## config.mk

```make
export PLATFORM = sky130hd
export DESIGN_NAME = sr_input_conditioner
export DESIGN_NICKNAME = d
export VERILOG_FILES = /design/src/rtl/sr_input_conditioner.sv
export SDC_FILE = /design/constraint.sdc
export NUM_CORES = 1
export LEC_CHECK = 0
export ABC_CLOCK_PERIOD_IN_PS = 1900
export CORE_MARGIN = 1
export CORE_UTILIZATION = 51
export CTS_CLUSTER_DIAMETER = 30
export DETAILED_ROUTE_END_ITERATION = 10
export PLACE_DENSITY = 0.75
export SYNTH_ARGS = -nofsm -noshare
export SYNTH_HDL_FRONTEND = slang
export SYNTH_SLANG_ARGS = --single-unit
```

## constraint.sdc

```tcl
create_clock -name clk -period 1.9 [get_ports clk]
set_input_delay 0.475 -clock clk [delete_from_list [all_inputs] [get_ports clk]]
set_output_delay 0.475 -clock clk [all_outputs]
set_load 0.005 [all_outputs]
```

## src/rtl/sr_input_conditioner.sv

```systemverilog
// Two-flop synchronizer plus per-channel debounce FSM for the SR latch set/reset inputs.
// Optional SR_COND_EVENT_CNT_EN builds 8-bit wrapping rise-event counters on s_cnt/r_cnt.
module sr_input_conditioner #(
    parameter int unsigned DEBOUNCE_CYCLES = 200000,
    parameter int unsigned CNT_W           = 18
) (
    input  logic       clk,
    input  logic       rst,
    input  logic       s_raw,
    input  logic       r_raw,
    output logic       s_db,
    output logic       r_db,
    output logic       s_rise,
    output logic       r_rise,
    output logic       conflict,
    output logic [7:0] s_cnt,
    output logic [7:0] r_cnt
);

    typedef enum logic [1:0] {StLow, StLowPend, StHigh, StHighPend} state_e;

    localparam logic [CNT_W-1:0] CntLast = CNT_W'(DEBOUNCE_CYCLES - 1);
    localparam logic [CNT_W-1:0] CntOne  = CNT_W'(1);

    // Index 0 is the set channel, index 1 the reset channel.
    logic [1:0]       raw;
    logic [1:0]       ff1_q;
    logic [1:0]       sync_q;
    logic [1:0]       db_q;
    logic [1:0]       rise_q;
    state_e           state_q [2];
    logic [CNT_W-1:0] cnt_q   [2];

    assign raw = {r_raw, s_raw};

    always_ff @(posedge clk or posedge rst) begin
        if (rst) begin
            ff1_q  <= '0;
            sync_q <= '0;
        end else begin
            ff1_q  <= raw;
            sync_q <= ff1_q;
        end
    end

    always_ff @(posedge clk or posedge rst) begin
        if (rst) begin
            db_q   <= '0;
            rise_q <= '0;
            for (int i = 0; i < 2; i++) begin
                state_q[i] <= StLow;
                cnt_q[i]   <= '0;
            end
        end else begin
            for (int i = 0; i < 2; i++) begin
                rise_q[i] <= 1'b0;
                unique case (state_q[i])
                    StLow: begin
                        if (sync_q[i]) begin
                            if (DEBOUNCE_CYCLES == 1) begin
                                state_q[i] <= StHigh;
                                db_q[i]    <= 1'b1;
                                rise_q[i]  <= 1'b1;
                            end else begin
                                state_q[i] <= StLowPend;
                                cnt_q[i]   <= CntOne;
                            end
                        end
                    end
                    StLowPend: begin
                        if (!sync_q[i]) begin
                            state_q[i] <= StLow;
                            cnt_q[i]   <= '0;
                        end else if (cnt_q[i] == CntLast) begin
                            state_q[i] <= StHigh;
                            db_q[i]    <= 1'b1;
                            rise_q[i]  <= 1'b1;
                            cnt_q[i]   <= '0;
                        end else begin
                            cnt_q[i] <= cnt_q[i] + CntOne;
                        end
                    end
                    StHigh: begin
                        if (!sync_q[i]) begin
                            if (DEBOUNCE_CYCLES == 1) begin
                                state_q[i] <= StLow;
                                db_q[i]    <= 1'b0;
                            end else begin
                                state_q[i] <= StHighPend;
                                cnt_q[i]   <= CntOne;
                            end
                        end
                    end
                    StHighPend: begin
                        if (sync_q[i]) begin
                            state_q[i] <= StHigh;
                            cnt_q[i]   <= '0;
                        end else if (cnt_q[i] == CntLast) begin
                            state_q[i] <= StLow;
                            db_q[i]    <= 1'b0;
                            cnt_q[i]   <= '0;
                        end else begin
                            cnt_q[i] <= cnt_q[i] + CntOne;
                        end
                    end
                    default: begin
                        state_q[i] <= StLow;
                        cnt_q[i]   <= '0;
                    end
                endcase
            end
        end
    end

    assign s_db     = db_q[0];
    assign r_db     = db_q[1];
    assign s_rise   = rise_q[0];
    assign r_rise   = rise_q[1];
    assign conflict = db_q[0] & db_q[1];

`ifdef SR_COND_EVENT_CNT_EN
    logic [7:0] s_cnt_q;
    logic [7:0] r_cnt_q;

    // Counts each registered rise pulse; wraps 255 -> 0.
    always_ff @(posedge clk or posedge rst) begin
        if (rst) begin
            s_cnt_q <= '0;
            r_cnt_q <= '0;
        end else begin
            if (rise_q[0]) s_cnt_q <= s_cnt_q + 8'd1;
            if (rise_q[1]) r_cnt_q <= r_cnt_q + 8'd1;
        end
    end

    assign s_cnt = s_cnt_q;
    assign r_cnt = r_cnt_q;
`else
    assign s_cnt = 8'd0;
    assign r_cnt = 8'd0;
`endif

endmodule
```

==> metrics, run 1 <==
status=finished clean; Net Switching=525 µW; top post-synthesis cells by count=dfrtp_1, nor2_1, nand2_1, buf_4, nand3_1; Post-Syn Area=2550 µm²; Synth async-reset ratio=1.00; number of enable flip-flop cells after synthesis=0; Slew @ Worst Pin=0.531 ns; Inserted Clock Buffers=5; Comb pwr share=0.090; Sw Ratio=0.254; critical-path cell list=nand4_1 > nor4_4 > nand3_1 > and3_1 > a211o_1; clk_lat worst skew=0.31 ns; Setup WS post-layout=0.0670 ns; Setup Viol. Count Final=0; WL/cell=14.8 µm; via/cell ratio=5.73; root buf cell=clkbuf_8; clock power share=0.370; Layout area overhead=20.1%; DR iter-0 viols=169; global route overflow=0; CP delay by family, top=simple AND/OR/NAND/NOR gates; Worst EP arrival=2.02 ns; power consumption=2060 µW; Worst slew margin=0.644; Crit. End Element=flip-flop; fmax=0.546 GHz; leading area contributor after synthesis=dfrtp_1; post-synthesis cell count=267; Buf+Inv Stages, Crit Path=0; H-tree Lvls=2; CP required=2.09 ns; die height=72.7 µm; met1 Usage GRT=0.298; Period minus WS final=1.83 ns; nets=312; Hold WC Path Type=flip-flop to flip-flop; Vias=2,142; Synth top area share=0.472; number of synthesized register bits=48; top-level port count=25; met3 usage=0.0456; Mean Syn Cell Area=9.54 µm²; Top Usage Layer GRT=met2; Final Skew=0.00854 ns; Pint=1540 µW; endpoints failing hold=0; top post-synthesis cells by area=dfrtp_1, buf_4, a31oi_1; num rows=25; Clock Sinks=48; fin crit share=0.965; total global-route track usage=0.220; IR drop worst, VDD=0.482 mV; full die area=5280 µm²; most common cell in the synthesized netlist=dfrtp_1; Initial Util=0.536; largest net degree at the start of global routing=37; DRC Markers=0; Post-Place Setup Slack=0.0170 ns; TritonRoute pass-1 iters=5; gp weighted congestion=0.843; met2 usage=0.353; Yosys warning total=0; Slowest-stage cell, CP=dfrtp_1; share of cells above drive strength 1=0.215; dpl hpwl=3670 µm; Leakage=0.00133 µW; CP Launch Type=flip-flop; Routed WL=5520 µm; Pwr per Cell Area=675 nW/µm²; maximum clock path buffer count=2; maxcap violations=0; clock input transition at the sequential cells of the worst setup and hold paths=0.09 ns; TritonCTS clock tree=done; Post-Layout Cell Count=374; n_diodes=0; sequential power share=0.540; first-pass GRT wire length=8890 µm; die width=72.7 µm; Slowest Stage Delay on Critical Path=0.48 ns; sequential-to-total area share from yosys stat=0.472; Max Fanout on Critical Path=6; library cells used by synthesis=47; # port buffers=8; Top FF cell, synth=dfrtp_1; Slew Viols, Final=0; Placed Cells=361; antenna-violating nets left=0; core area=4750 µm²; vias in the first global route=1,932; initial antenna violation count=0; Crit Path Category=flip-flop to flip-flop
[power by group through the flow]
stage / Combinational (µW) / Clock (µW) / Sequential (µW)
after global placement: 175 / 0 / 1120
final: 186 / 764 / 1110
after global routing: 211 / 816 / 1120
after floorplan: 146 / 0 / 1120
after detailed placement: 181 / 0 / 1130
after CTS: 181 / 773 / 1110
[repair_timing]
item / 4_1_cts / 5_1_grt
setup endpoints to repair: 5 / 28
hold buffers: 0 / 0
buffers inserted: 0 / 5
gates cloned: 0 / 0
pin swaps: 1 / 3
resized for setup: 0 / 12
[cell families (layout without fill, tap and decap cells)]
| kind of cell | after synthesis | after routing | synth area share |
|---|---|---|---|
| flops | 48 | 48 | 0.472 |
| xor+xnor | 12 | 12 | 0.0413 |
| buf+inv | 31 | 56 | 0.0752 |
| mux | 2 | 2 | 0.00884 |
| compound gates | 61 | 61 | 0.156 |
| other cells | 1 | 16 | 0.00147 |
| simple gates | 110 | 110 | 0.236 |
| fa+ha+maj | 2 | 2 | 0.00983 |
[cell type report]
type,instances,area (µm²)
clock buffers,5,68.8
clock inverters,3,46.3
fillers,383,1700
inverters,5,18.8
multi-input cells,203,1280
flip-flops and latches,48,1200
well taps,67,83.8
repair buffers,43,355
[flip-flops by register name (all words and copies together), names as in the netlist, named ones only]
signal	flops
rise_q	2
state_q	2
ff1_q	2
cnt_q	36
db_q	2
sync_q	2
[placed cells by master (no fill, tap or decap), drive strengths merged, types with 9 or more instances in the layout]
cell type and instances:
a21oi 13, a31oi 14, buf 35, conb 16
dfrtp 48, nand2 19, nand3 17, nand4 9
nor2 22, nor3 9, o21ai 13
[through the flow]
step | area, µm² | setup TNS (ns) | utilization | hold WS [ns]
floorplan | 2600 | 0 | - | 0.331
finish | 3060 | 0 | 0.643 | 0.365
CTS | 2950 | 0 | 0.620 | 0.369
global route | 3060 | -0.0591 | 0.643 | 0.373
detailed placement | 2830 | 0 | 0.596 | 0.339
global placement | 2830 | 0 | 0.596 | 0.335
[worst paths after layout]
path                       startpoint   endpoint  slack [ns]  cells after the start
hold reg to reg              ff1_q[0]  sync_q[0]        0.36                      0
max in group asynchronous         rst   cnt_q[1]        0.98                      3
min in group asynchronous         rst  cnt_q[32]        0.43                      2
setup / recovery            cnt_q[30]  cnt_q[35]        0.07                      5
setup reg to reg            cnt_q[30]  cnt_q[35]        0.07                      5
hold / removal               ff1_q[0]  sync_q[0]        0.36                      0
[routing by layer]
layer	vias up	part of all wire
met1	1040	0.45
li1	1017	-
met3	5	0.058
met2	80	0.48
met5	-	0
met4	0	0.013
Power figures use the tool's default switching activity.
==> inputs of run 2 (changes only) <==
--- a/config.mk
+++ b/config.mk
@@ -11,4 +11,5 @@
 export CTS_CLUSTER_DIAMETER = 30
 export DETAILED_ROUTE_END_ITERATION = 10
+export GPL_ROUTABILITY_DRIVEN = 1
 export PLACE_DENSITY = 0.75
 export SYNTH_ARGS = -nofsm -noshare
==> constraint.sdc (replaced) <==
create_clock -name clk -period 1.9 [get_ports clk]
set_input_delay 0.475 -clock clk [delete_from_list [all_inputs] [get_ports clk]]
set_output_delay 0.475 -clock clk [all_outputs]
set_load 0.05 [all_outputs]
==> run 2 against run 1 <==
Total power rose by 2.5%. Clock-buffer cell count rose by 1. Register-to-register slack gained 0.03 ns. Sequential power barely moved. Cell count down 1.1%. Critical path depth increased by 1. Via count fell by 3.2%. Wire length fell by 6.7%. Global-route usage fell by 1.0 points.
==> metrics, run 2 (synthesized netlist as in run 1, its figures left out) <==
full die area=5280 µm² (unchanged); Slew Viols, Final=0 (unchanged); Largest Register=cnt_q (unchanged); Leakage=0.00134 µW (was 0.00133 µW); H-tree Lvls=2 (unchanged); Setup Viol. Count Final=0 (unchanged); initial antenna violation count=0 (unchanged); Period minus WS final=1.80 ns (was 1.83 ns); nets=308 (was 312); core area=4750 µm² (unchanged); dpl hpwl=3690 µm (was 3670 µm); DRC Markers=0 (unchanged); Post-Place Setup Slack=0.0269 ns (was 0.0170 ns); clock input transition at the sequential cells of the worst setup and hold paths=0.09 ns (about the same); Routed WL=5150 µm (was 5520 µm); Vias=2,073 (was 2,142); CP Launch Type=flip-flop (unchanged); # fillers=388 (was 383); total global-route track usage=0.210 (was 0.220); die width=72.7 µm (unchanged); Worst Setup SP=cnt_q[12] (was cnt_q[30]); IR drop worst, VDD=0.529 mV (was 0.482 mV); setup_tns=0 ns (unchanged); vias in the first global route=1,933 (was 1,932); CP required=2.09 ns (about the same); status=finished clean (unchanged); Initial Util=0.536 (unchanged); top-level port count=25 (unchanged); first-pass GRT wire length=8520 µm (was 8890 µm); Hold Buf Count CTS=0 (unchanged); maxcap violations=0 (unchanged); gp weighted congestion=0.837 (was 0.843); fmax=0.555 GHz (was 0.546 GHz); multi-input combinational cell area=1260 µm² (was 1280 µm²); Hold WC Path Type=flip-flop to flip-flop (unchanged); Post-Route Utilization=0.633 (was 0.643); die height=72.7 µm (unchanged); Pwr per Cell Area=703 nW/µm² (was 675 nW/µm²); Final Skew=0.00412 ns (was 0.00854 ns); largest net degree at the start of global routing=36 (was 37); global route overflow=0 (unchanged); Crit Path Category=flip-flop to flip-flop (unchanged); DR iter-0 viols=63 (was 169); n_diodes=0 (unchanged); R2R Setup Slk=0.1 ns (was 0.07 ns); Inserted Clock Buffers=5 (unchanged); share of cells above drive strength 1=0.208 (was 0.215); most frequent cells in the layout=dfrtp_1, buf_4, nor2_1 (unchanged); Worst Hold Launch=ff1_q[0] (unchanged); maximum clock path buffer count=2 (unchanged); fin crit share=0.948 (was 0.965); register area=1200 µm² (unchanged); TritonRoute pass-1 iters=4 (was 5); num rows=25 (unchanged); root buf cell=clkbuf_8 (unchanged); TritonCTS clock tree=done (unchanged); antenna-violating nets left=0 (unchanged); postcts setup bufs=0 (unchanged); Layout area overhead=18.3% (was 20.1%); Max Fanout on Critical Path=8 (was 6); Worst EP arrival=1.99 ns (was 2.02 ns); max FFs per register=36 (unchanged); # port buffers=8 (unchanged); WL/cell=13.9 µm (was 14.8 µm); r2r startpoint=cnt_q[12] (was cnt_q[30]); via/cell ratio=5.60 (was 5.73); most common cell after layout, fill and taps aside=dfrtp_1 (unchanged); endpoints failing hold=0 (unchanged); Crit. End Element=flip-flop (unchanged); WHS=0.364 ns (was 0.365 ns); power consumption=2120 µW (was 2060 µW); Clock Sinks=48 (unchanged); Setup WS post-layout=0.0987 ns (was 0.0670 ns); clk_lat worst skew=0.30 ns (was 0.31 ns)
run 2: metrics by stage:
| step | std cells | cell area [µm²] |
|---|---|---|
| after floorplan | 282 | 2600 |
| after global placement | 362 | 2840 |
| after detailed placement | 362 | 2840 |
| after CTS | 370 | 2960 |
| after global routing | 370 | 3010 |
| final | 370 | 3010 |
run 2: metal layers:
layer	global-route usage	part of all wire	routed length, µm	vias to the layer above
li1	-	-	-	1010
met1	0.280	0.46	2390	1018
met2	0.344	0.48	2490	38
met3	0.0331	0.040	206	7
met4	0.0871	0.014	70	0
met5	0	0	0	-
run 2: power breakdown:
| part | internal, µW | switching, µW |
|---|---|---|
| sequential | 1060 | 43.0 |
| clock | 430 | 340 |
| combinational | 77.0 | 164 |
| total | 1570 | 547 |
run 2: critical path, stage by stage (launching register included):
cell	delay, ns
dfrtp_1	0.39
or4_4	0.55
nor3_4	0.19
a21oi_2	0.12
buf_4	0.16
nor2_4	0.18
nor2_1	0.08
run 2: final timing paths:
path	endpoint	depth (start not counted)
worst min-delay path	sync_q[0]	0
worst max register to register	cnt_q[5]	6
min in group asynchronous	cnt_q[25]	2
worst min register to register	sync_q[0]	0
max in group asynchronous	cnt_q[35]	3
worst max-delay path	cnt_q[5]	6
run 2: what timing repair did:
item                                    in CTS  in global routing
pin swaps                                    1                  2
endpoints found under the setup margin       2                 24
resized for setup                            0                  9
run 2: final cells by class:
type / instances / share of cell area
flip-flops and latches: 48 / 0.399
multi-input cells: 203 / 0.419
well taps: 67 / 0.0278
repair buffers: 39 / 0.108
inverters: 5 / 0.00623
clock buffers: 6 / 0.0274
clock inverters: 2 / 0.0129
